[src/rtl/cacheline_adaptor.sv]
// cacheline_adaptor: bridges a cache that moves whole cachelines to a memory
// that moves fixed-width beats. One line transfer is split into (or assembled
// from) s_line/s_burst beats, with a one-cycle completion pulse to the cache.
module cacheline_adaptor #(
  parameter int s_line  = 256,
  parameter int s_burst = 64
) (
  input  logic               clk,
  input  logic               rst,
  input  logic [s_line-1:0]  line_i,
  output logic [s_line-1:0]  line_o,
  input  logic [31:0]        address_i,
  input  logic               read_i,
  input  logic               write_i,
  output logic               resp_o,
  input  logic [s_burst-1:0] burst_i,
  output logic [s_burst-1:0] burst_o,
  output logic [31:0]        address_o,
  output logic               read_o,
  output logic               write_o,
  input  logic               resp_i
);

  localparam int BEATS = s_line / s_burst;
  localparam int CNT_W = $clog2(BEATS);

  typedef enum logic [1:0] {IDLE, RD_BURST, WR_BURST, DONE} state_t;

  state_t              r_state;
  logic [CNT_W-1:0]    r_cnt;
  logic [31:5]         r_addr;
  logic [s_line-1:0]   r_wline;
  logic [s_line-1:0]   r_rline;

  logic                w_last;
  logic                w_active;
  logic [4:0]          w_unused_offset;

  // Byte offset within the line never reaches memory; bursts are line-aligned.
  assign w_unused_offset = address_i[4:0];

  assign w_last   = (r_cnt == CNT_W'(BEATS - 1));
  assign w_active = (r_state == RD_BURST) || (r_state == WR_BURST);

  // Control FSM: accepts a request in IDLE, counts beats, pulses completion
  always_ff @(posedge clk or negedge rst) begin
    if (!rst) begin
      r_state <= IDLE;
      r_cnt   <= '0;
      r_addr  <= '0;
      r_wline <= '0;
      r_rline <= '0;
    end else begin
      case (r_state)
        IDLE: begin
          // Write wins when both requests arrive together.
          if (write_i) begin
            r_addr  <= address_i[31:5];
            r_wline <= line_i;
            r_state <= WR_BURST;
          end else if (read_i) begin
            r_addr  <= address_i[31:5];
            r_state <= RD_BURST;
          end
        end
        RD_BURST: begin
          if (resp_i) begin
            r_rline[r_cnt*s_burst +: s_burst] <= burst_i;
            r_cnt <= r_cnt + CNT_W'(1);
            if (w_last) r_state <= DONE;
          end
        end
        WR_BURST: begin
          if (resp_i) begin
            r_cnt <= r_cnt + CNT_W'(1);
            if (w_last) r_state <= DONE;
          end
        end
        DONE: begin
          // Requests seen here are dropped; the cache must still hold them next cycle.
          r_state <= IDLE;
        end
        default: r_state <= IDLE;
      endcase
    end
  end

  // Outputs decode purely from registered state, so nothing combinational
  // from the inputs reaches the pins.
  assign read_o    = (r_state == RD_BURST);
  assign write_o   = (r_state == WR_BURST);
  assign resp_o    = (r_state == DONE);
  assign address_o = w_active ? {r_addr, 5'b0} : 32'h0;
  assign burst_o   = (r_state == WR_BURST) ? r_wline[r_cnt*s_burst +: s_burst] : '0;
  assign line_o    = r_rline;

endmodule
[config.mk]
export PLATFORM = sky130hd
export DESIGN_NAME = cacheline_adaptor
export DESIGN_NICKNAME = d
export VERILOG_FILES = /design/src/rtl/cacheline_adaptor.sv
export SDC_FILE = /design/constraint.sdc
export NUM_CORES = 1
export LEC_CHECK = 0
export BUFFER_PORTS_ARGS = -buffer_cell sky130_fd_sc_hd__clkbuf_2
export CORE_AREA = 2 2 281 283
export DETAILED_ROUTE_END_ITERATION = 10
export DIE_AREA = 0 0 283 285
export GPL_TIMING_DRIVEN = 0
export PLACE_DENSITY = 0.52
export SETUP_SLACK_MARGIN = 0.1
export SLEW_MARGIN = 20
export SYNTH_ARGS = -nofsm -noshare
export SYNTH_HDL_FRONTEND = slang
export SYNTH_SLANG_ARGS = --single-unit
[constraint.sdc]
create_clock -name clk -period 4.5 [get_ports clk]
set_clock_uncertainty 0.1 [all_clocks]
set_input_delay 0.225 -clock clk [delete_from_list [all_inputs] [get_ports clk]]
set_output_delay 0.225 -clock clk [all_outputs]
set_load 0.005 [all_outputs]
==> flow_results.org, run 1 <==
** Clock tree
- TritonCTS built the clock tree.
- After clock tree synthesis, the setup repair step added 0 buffers.
- Clock transition at the registers of the reported paths :: 0.06 ns
- Clk Tree Root Cell :: sky130_fd_sc_hd__clkbuf_16
- Maximum buffer depth of the clock tree :: 3
- Clock insertion delay at the later pin of the skew report :: 0.61 ns
- Total number of clock tree sinks :: 543
- H-tree levels :: 2
- In this run, CTS created clock tree buffers numbering 61.

** Critical path
- Data arrives at the worst endpoint at 4.46 ns.
- Maximum fanout count along the critical path :: 10
- Master of the slowest instance on the critical path :: sky130_fd_sc_hd__nor4_4
- Length in cells of the worst reg-to-reg path :: 8
- STA classifies the critical path startpoint as a flip-flop.
- The worst register-to-register path has a setup slack of 0.48 ns.
- FF-to-FF Start :: r_cnt[1]
- The critical path is of the reg -> reg type.
- In this run the critical register-to-register path is captured at line_o[132].
- Longest individual stage delay on the worst path :: 0.80 ns
- The worst setup path is captured at a flip-flop.
- Start point of the critical path :: r_cnt[1]
- STA puts the critical path data required time at 4.94 ns.
- Traced cell by cell, the critical path runs through buf_2 -> buf_1 -> inv_1 -> ha_1 -> nand2b_2 -> nor4_4 -> buf_6 -> a22o_1.

** Floorplanning
- # IOs :: 712
- Starting density of the core :: 28.3%
- Overall die height :: 285 um
- The floorplan step defined a die boundary enclosing 80700 um2.
- From left edge to right edge, the die measures 283 um.
- After floorplanning, the core was sized to cover 78000 um2.
- In this run the core area contains 103 standard-cell rows.

** Power
- Switch Pwr :: 7.00 mW
- Flop pwr share :: 39.3%
- Overall Power :: 21.8 mW
- Clock power share :: 22.5%
- Proportion of total power due to net switching :: 32.1%
- The internal portion of the total power is 14.8 mW.
- In this run the power density over the cells is 671 nW/um2.
- The worst-case IR drop observed on VDD is 361 uV.
- Summed over all cells, the static leakage comes to 15.7 nW.
- Comb power frac :: 38.2%

** Synthesis
- During synthesis, Yosys emitted a total of 0 warnings.
- Total standard cell area after synthesis :: 22100 um2
- Register bit count reported by yosys :: 543
- Register area share after synthesis :: 61.6%
- After synthesis, the mean cell area works out to 15.8 um2.
- Synthesized instance count :: 1397
- The synthesized netlist contains 28 unique library cells.

** Final layout
- Leading cell type in the layout, fill and taps excluded :: sky130_fd_sc_hd__clkbuf_2
- Layout Utilization :: 41.7%
- Cells with a size suffix above 1 make up 47.6% of the layout.
- Number of standard cells in the layout, taps in and fillers out :: 3619
- In the final design database the tool counted 2889 nets.
- Highest-count cells in the layout ignoring fill and taps :: sky130_fd_sc_hd__clkbuf_2, sky130_fd_sc_hd__dfrtp_1, sky130_fd_sc_hd__dlygate4sd3_1
- Layout Area Growth over Synthesis :: 47.5%

** Route
- Via count of the routed design :: 17085
- Pre-Repair DR Iteration Count :: 4
- Detailed Route Iter0 Violations :: 816
- Post-detailed-route DRC marker count :: 0
- Via/cell ratio :: 4.72
- Routed wirelength normalized by instance count :: 22.1 um
- Summed over all layers, the routed wires come to 80200 um.
- Post-route ant nets :: 0

** STA
- Headroom to the max-slew limit came out at 30.3%.
- The worst path needs 4.02 ns of the cycle, external delays included.
- Derived from the worst setup path, the maximum achievable clock frequency is 249 MHz.
- Setup TNS :: 0 ns
- The final-report max-slew violation count is 0.
- Hold slack :: 0.0625 ns
- Total setup violations reported at the end of the flow :: 0
- Setup repair after global routing left no endpoint under its margin.
- The count of endpoints failing hold in the final timing report came to 0.
- Part of the cycle the worst path needs :: 89.3%
- For the pin with the worst max-slew slack, the measured transition is 1.04 ns.

** Placement
- Routability-driven placement finished with a final weighted congestion of 0.861.
- Number of cells after detailed placement :: 3157
- Placed wire-length estimate after detailed placement :: 59400 um
- Number of I/O port buffers :: 700

** GRT
- Remaining Overflow, GRT :: 0
- The number of antenna violations at the first check in global routing came to 8.
- Maximum number of pins on one net before global-route repair :: 91
- The number of global-route vias before repair came to 18796.
- Global-route wire length before repair :: 121000 um
- GRT Resource Usage Total :: 19.5%

** Run
- Max-cap viol count :: 0

** Run status
- Result of the run :: completed

** Min path
- In this run the most critical hold path is launched from read_i.
- Worst min-delay path class :: in -> reg
- The worst hold path passes through 3 cells.
- Hold worst-path end :: r_addr[5]
==> worst max path at each step <==
stage | endpoint | slack (ns) | depth (start not counted)
2_1_floorplan | line_o[132] | 1.97 | 8
3_3_place_gp | line_o[175] | -9.53 | 1
3_5_place_dp | line_o[132] | 0.34 | 8
4_1_cts | line_o[132] | 0.32 | 8
5_1_grt | line_o[137] | 0.27 | 8
6_report | line_o[132] | 0.48 | 8
==> critical path: cells and delay by family (launching register included) <==
kind | cells | cell delay, ns
compound gates | 1 | 0.15
simple gates | 2 | 0.95
buf+inv | 4 | 1.64
flops | 1 | 0.60
fa+ha+maj | 1 | 0.50
==> power groups by stage <==
| stage | logic [mW] | clock network [mW] | registers (mW) |
|---|---|---|---|
| after floorplan | 4.78 | 0 | 8.31 |
| after global placement | 8.08 | 0 | 8.52 |
| after detailed placement | 8.21 | 0 | 8.63 |
| after CTS | 8.51 | 5.05 | 8.55 |
| after global routing | 9.02 | 5.25 | 8.84 |
| final | 8.35 | 4.91 | 8.57 |
==> synthesized netlist by cell type <==
cell | n | area [um2]
sky130_fd_sc_hd__xnor2_1 | 1 | 8.76
sky130_fd_sc_hd__mux4_2 | 64 | 1440
sky130_fd_sc_hd__nor4b_2 | 1 | 15.0
sky130_fd_sc_hd__buf_4 | 10 | 75.1
sky130_fd_sc_hd__nor4_4 | 3 | 63.8
sky130_fd_sc_hd__o21ai_2 | 1 | 8.76
sky130_fd_sc_hd__nor3_1 | 1 | 5.00
sky130_fd_sc_hd__nand2b_2 | 1 | 8.76
sky130_fd_sc_hd__and2_1 | 91 | 569
sky130_fd_sc_hd__buf_1 | 3 | 11.3
sky130_fd_sc_hd__ha_1 | 12 | 150
sky130_fd_sc_hd__nand2_1 | 6 | 22.5
sky130_fd_sc_hd__buf_6 | 13 | 146
sky130_fd_sc_hd__a22oi_1 | 1 | 7.51
sky130_fd_sc_hd__a22o_1 | 256 | 2240
sky130_fd_sc_hd__clkbuf_1 | 44 | 165
sky130_fd_sc_hd__nand2b_1 | 1 | 6.26
sky130_fd_sc_hd__nand3_2 | 1 | 10.0
sky130_fd_sc_hd__nand2_2 | 1 | 6.26
sky130_fd_sc_hd__o21ai_0 | 1 | 5.00
sky130_fd_sc_hd__mux2_2 | 286 | 3220
sky130_fd_sc_hd__dfrtp_1 | 543 | 13600
sky130_fd_sc_hd__nor2_1 | 2 | 7.51
sky130_fd_sc_hd__nand3_1 | 4 | 20.0
sky130_fd_sc_hd__buf_2 | 42 | 210
sky130_fd_sc_hd__inv_1 | 6 | 22.5
sky130_fd_sc_hd__conb_1 | 1 | 3.75
sky130_fd_sc_hd__nor4b_4 | 1 | 23.8
==> registers in the layout, summed over array words and instances, names as in the netlist <==
signal,count
line_o,256
r_addr,27
r_cnt,2
r_state,2
r_wline,256
==> per-stage QoR <==
stage / cell area (um2) / worst slack [ns]
after global routing: 32500 / 0.271
final: 32500 / 0.481
after global placement: 26900 / -9.53
after floorplan: 22100 / 1.97
after CTS: 32500 / 0.319
after detailed placement: 27100 / 0.340
==> layer usage <==
metal / wire length (um) / vias to the layer above / track usage, %
li1: - / 7478 / -
met5: 57 / - / 0
met4: 2110 / 8 / 5.44
met2: 40800 / 613 / 34.7
met3: 4670 / 131 / 4.52
met1: 32500 / 8855 / 23.6
==> what timing repair did <==
item / in CTS / in global routing
hold endpoints to repair: 672 / 0
resized for setup: 0 / 0
hold buffers: 350 / 0
==> cell type report <==
class | count | area, um2
Sequential cell | 543 | 13600
Inverter | 6 | 22.5
Multi-Input combinational cell | 740 | 7860
Tap cell | 1050 | 1310
Antenna cell | 4 | 10.0
Fill cell | 7307 | 45400
Clock inverter | 15 | 171
Clock buffer | 93 | 1790
Timing Repair Buffer | 1056 | 7180
Buffer | 112 | 608
==> logic make-up (layout without fill, tap and decap cells) <==
| kind of cell | count (synthesis) | in the layout | synth area share [%] |
|---|---|---|---|
| flops | 543 | 543 | 61.6 |
| mux | 350 | 350 | 21.1 |
| compound gates | 259 | 259 | 10.3 |
| buf+inv | 118 | 1282 | 2.86 |
| simple gates | 113 | 113 | 3.44 |
| fa+ha+maj | 12 | 12 | 0.680 |
| other cells | 1 | 9 | 0.0170 |
| xor+xnor | 1 | 1 | 0.0397 |
No activity file was read; power rests on OpenSTA's default activity.
==> run 2, diff against run 1 <==
--- a/config.mk
+++ b/config.mk
@@ -10,6 +10,7 @@
 export DETAILED_ROUTE_END_ITERATION = 10
 export DIE_AREA = 0 0 283 285
 export GPL_TIMING_DRIVEN = 0
+export HOLD_SLACK_MARGIN = 0.12
 export PLACE_DENSITY = 0.52
 export SETUP_SLACK_MARGIN = 0.1
 export SLEW_MARGIN = 20
==> run 2 against run 1 <==
Die area did not move; non-clock buffer count up 11; final cell count up 0.30%; largest cell class unchanged; clock power is essentially flat; register-to-register slack hardly changed; critical path depth is the same; worst hold slack better by 0.21 ns; total power increased by 0.40%; core utilization grew 0.16 points; routed wire length is 0.48% higher.
==> flow_results.org, run 2 (synthesis results as in run 1) <==
** Floorplanning
- Die area :: 80700 um2 (unchanged)
- The count of boundary I/O pins is 712 (unchanged).
- The die boundary height came to 285 um (unchanged).
- The initial standard-cell utilization of the core was 28.3% (unchanged).
- The core region area came to 78000 um2 (unchanged).
- The floorplan die width came to 283 um (unchanged).
- The number of rows in the core area is 103 (unchanged).

** Route
- The number of search-and-repair iterations in the first detailed-routing pass is 4 (unchanged).
- Routed wirelength normalized by instance count :: 22.2 um (was 22.1 um)
- Post-route ant nets :: 0 (unchanged)
- The DRC violation count after routing is 0 (unchanged).
- Final routed wirelength across all metal layers :: 80500 um (was 80200 um)
- The count of routing violations after the opening detailed-route iteration came to 845 (was 816).
- The per-cell via count in the routed design came to 4.73 (was 4.72).
- Via count of the routed design :: 17152 (was 17085)

** Run status
- Result of the run: completed (unchanged).

** Final layout
- Count of filler cells inserted in the layout :: 7294 (was 7307)
- The fraction of final layout cells with drive strength greater than 1 came to 47.4% (was 47.6%).
- The net total in the final layout came to 2900 (was 2889).
- Highest-count cells in the layout ignoring fill and taps :: sky130_fd_sc_hd__clkbuf_2, sky130_fd_sc_hd__dfrtp_1, sky130_fd_sc_hd__dlygate4sd3_1 (unchanged)
- Number of standard cells in the layout, taps in and fillers out :: 3630 (was 3619)
- The utilization after layout came to 41.9% (was 41.7%).
- Leading cell type in the layout, fill and taps excluded :: sky130_fd_sc_hd__clkbuf_2 (unchanged)
- The summed area of non-filler cells in the final layout was 32700 um2 (was 32500 um2).
- The area growth from synthesis to layout is 48.1% (was 47.5%).

** GRT
- The met1 track utilization from global routing was 23.7% (was 23.6%).
- The global router's overall resource usage is 19.6% (was 19.5%).
- Antenna violations before repair :: 8 (unchanged)
- The first-pass GRT wire length was 121000 um (about the same).
- Busiest layer in global routing :: met2 (unchanged)
- Vias in the first global route :: 18853 (was 18796)
- The routing usage on met3 is 4.47% (was 4.52%).
- The global-route met2 utilization was 34.8% (was 34.7%).
- Maximum number of pins on one net before global-route repair :: 91 (unchanged)
- The global route total overflow came to 0 (unchanged).

** Critical path
- Count of buffer and inverter cells on the critical path :: 4 (unchanged)
- The critical path data arrival time came to 4.44 ns (was 4.46 ns).
- The largest driver fanout on the critical path came to 10 (unchanged).
- The standard cell with the maximum stage delay on the critical path is sky130_fd_sc_hd__nor4_4 (unchanged).
- Worst path cell trace: buf_2 -> buf_1 -> inv_1 -> ha_1 -> nand2b_2 -> nor4_4 -> buf_6 -> a22o_1 (unchanged).
- Longest individual stage delay on the worst path :: 0.79 ns (was 0.80 ns)
- The data required time of the worst path was 4.94 ns (about the same).
- Critical path's top delay family :: buffers and inverters (unchanged)
- Crit path launch type :: flip-flop (unchanged)
- Endpoint kind of the worst setup timing path :: flip-flop (unchanged)
- Length in cells of the worst reg-to-reg path :: 8 (unchanged)
- Class of the most critical setup path :: reg -> reg (unchanged)
- Number of cells on the critical path :: 8 (unchanged)

** Power
- The share of total power in the clock network came to 22.4% (was 22.5%).
- The internal power consumption came to 14.9 mW (was 14.8 mW).
- Peak supply drop :: 362 uV (was 361 uV)
- Switch Pwr :: 7.03 mW (was 7.00 mW)
- The fraction of power consumed by combinational cells came to 38.4% (was 38.2%).
- Power Dens Cells :: 671 nW/um2 (about the same)
- The sequential share of power came to 39.1% (was 39.3%).
- The switching power share of the total was 32.0% (was 32.1%).
- The static leakage was 15.8 nW (was 15.7 nW).

** Clock tree
- Clock insertion delay at the later pin of the skew report :: 0.61 ns (about the same)
- The number of H-tree branching levels came to 2 (unchanged).
- Clock tree from TritonCTS :: yes (unchanged)
- Clk Tree Root Cell :: sky130_fd_sc_hd__clkbuf_16 (unchanged)
- Total number of clock tree sinks :: 543 (unchanged)
- Number of buffers created by CTS :: 61 (unchanged)
- Clock transition at the registers of the reported paths :: 0.06 ns (about the same)
- The buffer levels on the longest clock path came to 3 (unchanged).
- The post-cts gate resize count came to 0 (unchanged).

** STA
- The count of endpoints failing hold in the final timing report came to 0 (unchanged).
- Hold slack :: 0.275 ns (was 0.0625 ns)
- RSZ-0062 raised after global routing: false (unchanged).
- The maximum achievable frequency was 250 MHz (was 249 MHz).
- The final critical-path required period is 4.01 ns (was 4.02 ns).
- The portion of the clock cycle consumed by the worst path in the final layout is 89.0% (was 89.3%).
- The pin slew with the least headroom to its limit is 1.03 ns (was 1.04 ns).
- Max-slew violation count :: 0 (unchanged)
- Slew margin rel. :: 30.6% (was 30.3%)
- The number of setup violations in the final report came to 0 (unchanged).

** Placement
- The half-perimeter wire length of the detailed placement result is 59400 um (unchanged).
- Routability congestion estimate :: 0.861 (unchanged)
- Placed inst area :: 27100 um2 (unchanged)
- Number of I/O port buffers :: 700 (unchanged)
- The number of cells after detailed placement is 3157 (unchanged).

** Min path
- Number of cells traversed by the worst hold path :: 3 (unchanged)
- The worst min-delay path class was in -> reg (unchanged).

** Run
- Max-cap viol count :: 0 (unchanged)
==> run 2: changes by cell type in the layout (fill, tap and decap cells not counted), sizes merged <==
cell,delta
dlygate4sd3,+10
buf,+1
==> run 2: power by group through the flow <==
stage / combinational, mW / clock, mW / sequential, mW
after floorplan: 4.78 / 0 / 8.31
after global placement: 8.08 / 0 / 8.52
after detailed placement: 8.21 / 0 / 8.63
after CTS: 8.58 / 5.05 / 8.55
after global routing: 9.10 / 5.25 / 8.84
final: 8.43 / 4.92 / 8.58
==> run 2: layout make-up <==
type	count	area (um2)	share of cell area [%]
sequential	543	13600	41.6
multi-input combinational	740	7860	24.1
timing repair buffer	1067	7310	22.4
clock buffer	93	1790	5.47
tap	1050	1310	4.02
buffer	112	608	1.86
clock inverter	15	171	0.525
inverter	6	22.5	0.0689
antenna	4	10.0	0.0306
==> run 2: timing repair <==
item                                   in CTS  in global routing
setup buffers                               0                  0
hold buffers                              361                  0
endpoints found under the hold margin     764                  0
==> run 2: final timing paths <==
| check | startpoint | endpoint | slack, ns |
|---|---|---|---|
| hold / removal | line_i[97] | r_wline[97] | 0.27 |
| hold reg to reg | r_addr[17] | r_addr[17] | 0.40 |
| max in group asynchronous | rst | line_o[243] | 2.30 |
| setup / recovery | r_cnt[1] | line_o[132] | 0.49 |
| setup reg to reg | r_cnt[1] | line_o[132] | 0.49 |
| min in group asynchronous | rst | r_wline[49] | 0.71 |
==> run 2: metal layers <==
layer	share of wire, %	wire (um)
met1	41	32700
met2	51	40900
met3	5.9	4750
met4	2.6	2090
met5	0.067	54
==> run 2: worst reg2reg max path, stage by stage, from the launching register on <==
cell,delay (ns)
sky130_fd_sc_hd__dfrtp_1,0.60
sky130_fd_sc_hd__buf_2,0.39
sky130_fd_sc_hd__buf_1,0.76
sky130_fd_sc_hd__inv_1,0.22
sky130_fd_sc_hd__ha_1,0.50
sky130_fd_sc_hd__nand2b_2,0.15
sky130_fd_sc_hd__nor4_4,0.79
sky130_fd_sc_hd__buf_6,0.27
sky130_fd_sc_hd__a22o_1,0.16
==> run 2: per-stage QoR <==
stage	total power [mW]	setup WS [ns]	setup TNS (ns)
finish	21.9	0.493	0
global route	23.2	0.271	0
CTS	22.2	0.319	0
detailed placement	16.8	0.340	0
global placement	16.6	-9.53	-5124.54
floorplan	13.1	1.97	0
==> run 3, diff against run 2 <==
--- a/config.mk
+++ b/config.mk
@@ -6,12 +6,12 @@
 export NUM_CORES = 1
 export LEC_CHECK = 0
 export BUFFER_PORTS_ARGS = -buffer_cell sky130_fd_sc_hd__clkbuf_2
-export CORE_AREA = 2 2 281 283
+export CORE_AREA = 2 2 275 277
 export DETAILED_ROUTE_END_ITERATION = 10
-export DIE_AREA = 0 0 283 285
+export DIE_AREA = 0 0 277 279
 export GPL_TIMING_DRIVEN = 0
 export HOLD_SLACK_MARGIN = 0.12
-export PLACE_DENSITY = 0.52
+export PLACE_DENSITY = 0.54
 export SETUP_SLACK_MARGIN = 0.1
 export SLEW_MARGIN = 20
 export SYNTH_ARGS = -nofsm -noshare
==> constraint.sdc (replaced) <==
create_clock -name clk -period 4.6 [get_ports clk]
set_clock_uncertainty 0.1 [all_clocks]
set_input_delay 0.23 -clock clk [delete_from_list [all_inputs] [get_ports clk]]
set_output_delay 0.23 -clock clk [all_outputs]
set_load 0.005 [all_outputs]
==> run 3 against run 2 <==
Worst hold slack got worse by 0.0023 ns; total power fell by 0.90%; non-clock buffer count rose by 2; clock-buffer cell count fell by 3; register-to-register slack improved by 0.08 ns; die area fell by 4.2%; critical path depth did not move; setup slack improved by 0.076 ns; routed wire length rose by 1.0%; clock power rose by 3%; global-route usage rose by 1.3 points; highest routed layer unchanged.
==> flow_results.org, run 3 (synthesis results as in run 1) <==
** GRT
- Remaining Overflow, GRT :: 0 (unchanged)
- The first-pass GRT wire length was 123000 um (was 121000 um).
- GRT Resource Usage Total :: 20.9% (was 19.6%)
- The number of global-route vias before repair was 19367 (was 18853).
- Antenna violations before repair :: 16 (was 8)
- The largest net degree at the start of global routing was 95 (was 91).

** Route
- Post-route ant nets :: 0 (unchanged)
- Routed wirelength normalized by instance count :: 22.9 um (was 22.2 um)
- The per-cell via count in the routed design came to 4.83 (was 4.73).
- Post-detailed-route DRC marker count :: 0 (unchanged)
- Detailed Route Iter0 Violations :: 841 (was 845)
- The routed wire length was 81400 um (was 80500 um).
- Via count of the routed design :: 17190 (was 17152)
- Pre-Repair DR Iteration Count :: 5 (was 4)

** Critical path
- Longest individual stage delay on the worst path :: 0.73 ns (was 0.79 ns)
- The most numerous cell type found on the critical path is sky130_fd_sc_hd__buf_2.
- The type of the worst setup path was reg -> reg (unchanged).
- The worst reg-to-reg path cell count is 8 (unchanged).
- Worst path cell trace :: buf_2 -> buf_1 -> inv_1 -> ha_1 -> nand2b_2 -> nor4_4 -> buf_2 -> a22o_1 (was buf_2 -> buf_1 -> inv_1 -> ha_1 -> nand2b_2 -> nor4_4 -> buf_6 -> a22o_1)
- Arrival time worst endpoint :: 4.48 ns (was 4.44 ns)
- The largest driver fanout on the critical path came to 10 (unchanged).
- The type of element launching the critical path is a flip-flop (unchanged).
- Required time worst endpoint :: 5.05 ns (was 4.94 ns)
- Master of the slowest instance on the critical path :: sky130_fd_sc_hd__nor4_4 (unchanged)
- Endpoint kind of the worst setup timing path :: flip-flop (unchanged)

** STA
- RSZ-0062 raised after global routing: false (unchanged).
- The pin slew with the least headroom to its limit was 1.03 ns (about the same).
- Slew margin rel. :: 31.2% (was 30.6%)
- Final period demand of the worst path :: 4.03 ns (was 4.01 ns)
- The portion of the clock cycle consumed by the worst path in the final layout came to 87.6% (was 89.0%).
- The worst hold margin is 0.272 ns (was 0.275 ns).
- Max Clock Freq :: 248 MHz (was 250 MHz)
- Final WS setup :: 0.569 ns (was 0.493 ns)
- Total setup violations reported at the end of the flow :: 0 (unchanged)
- The final-report max-slew violation count is 0 (unchanged).
- The count of endpoints failing hold in the final timing report is 0 (unchanged).

** Power
- Overall Power :: 21.7 mW (was 21.9 mW)
- The power density over cell area was 663 nW/um2 (was 671 nW/um2).
- The worst-case vdd ir drop is 359 uV (was 362 uV).
- Leak :: 15.9 nW (was 15.8 nW)

** Run
- The total of max-cap violations was 0 (unchanged).

** Clock tree
- The number of buffers created by CTS is 61 (unchanged).
- The clock latency reported for the late side of the worst-skew pair came to 0.62 ns (was 0.61 ns).
- Maximum buffer depth of the clock tree :: 3 (unchanged)
- Total number of clock tree sinks :: 543 (unchanged)
- Number of resized instances in the post-cts repair step :: 0 (unchanged)
- H-tree levels :: 2 (unchanged)
- Clock tree from TritonCTS :: yes (unchanged)
- The root buffer cell is sky130_fd_sc_hd__clkbuf_16 (unchanged).
- The clock-pin slew of the registers on the worst-case setup and hold paths is 0.06 ns (about the same).
- Postcts setup bufs :: 0 (unchanged)

** Floorplanning
- The count of boundary I/O pins is 712 (unchanged).
- Overall die width :: 277 um (was 283 um)
- The number of rows in the core area is 100 (was 103).
- Starting density of the core :: 29.8% (was 28.3%)
- The die boundary height is 279 um (was 285 um).
- The core region area came to 74100 um2 (was 78000 um2).
- Die area :: 77300 um2 (was 80700 um2)

** Final layout
- Highest-count cells in the layout ignoring fill and taps: sky130_fd_sc_hd__clkbuf_2, sky130_fd_sc_hd__dfrtp_1, sky130_fd_sc_hd__dlygate4sd3_1 (unchanged).
- The net total in the final layout is 2902 (was 2900).
- Layout Area Growth over Synthesis :: 48.4% (was 48.1%)
- The leading cell type in the layout, fill and taps excluded is sky130_fd_sc_hd__clkbuf_2 (unchanged).
- The total area of multi-input combinational cells was 7860 um2 (unchanged).
- Count of filler cells inserted in the layout :: 6774 (was 7294)
- The utilization after layout came to 44.2% (was 41.9%).
- Fraction of final layout cells with drive strength greater than 1 :: 47.8% (was 47.4%)
- Area taken by flip-flops and latches :: 13600 um2 (unchanged)

** Placement
- Routability congestion estimate :: 0.868 (was 0.861)
- The number of buffer cells added on primary ports came to 700 (unchanged).
- Placed wire-length estimate after detailed placement :: 59600 um (was 59400 um)
- The pre-CTS worst setup slack is 0.452 ns (was 0.340 ns).

** Run status
- Result of the run: completed (unchanged).

** Min path
- Number of cells traversed by the worst hold path :: 3 (unchanged)
- Worst min-delay path class :: in -> reg (unchanged)
-- run 3: worst paths after layout --
check	slack [ns]	from	to
min reg2reg	0.40	r_wline[190]	r_wline[190]
max	0.57	r_cnt[1]	line_o[126]
min in group asynchronous	0.65	rst	r_wline[235]
max reg2reg	0.57	r_cnt[1]	line_o[126]
max in group asynchronous	2.35	rst	line_o[235]
min	0.27	line_i[210]	r_wline[210]
-- run 3: layout make-up --
cell class              instances  area share (%)
flip-flops and latches        543            41.5
clock buffers                  90            5.55
repair buffers               1069            22.4
multi-input cells             740            24.0
well taps                     969            3.70
plain buffers                 112            1.86
clock inverters                23           0.886
inverters                       6          0.0688
diodes                          6          0.0459
-- run 3: what timing repair did --
item                                    CTS  global route
hold buffers                            361             0
endpoints found under the hold margin   744             0
endpoints found under the setup margin    0             0
-- run 3: power breakdown --
| part | total, mW | internal (mW) | switching (mW) |
|---|---|---|---|
| Combinational | 8.28 | 4.66 | 3.62 |
| Sequential | 8.39 | 7.09 | 1.31 |
| Clock | 5.05 | 3.02 | 2.03 |
-- run 3: layer usage --
metal	track usage, %	vias to the layer above	wire (um)
met5	0	-	109
met2	37.1	672	41200
met3	5.78	171	5940
met1	24.3	8813	31400
met4	7.29	18	2780
li1	-	7516	-
-- run 3: critical path: cells and delay by family, from the launching register on --
family / cells / cell delay, ns
buffers and inverters: 4 / 1.70
adder cells (fa/ha/maj): 1 / 0.50
AND/OR/NAND/NOR: 2 / 0.89
flip-flops: 1 / 0.55
AO/OA/AOI/OAI: 1 / 0.18
-- run 3: metrics by stage --
| step | area (um2) | TNS, ns | std cells |
|---|---|---|---|
| after global routing | 32700 | 0 | 3558 |
| after global placement | 26800 | -4986.06 | 3070 |
| after floorplan | 22100 | 0 | 1401 |
| after detailed placement | 27000 | 0 | 3078 |
| after CTS | 32700 | 0 | 3552 |
| final | 32700 | 0 | 3558 |
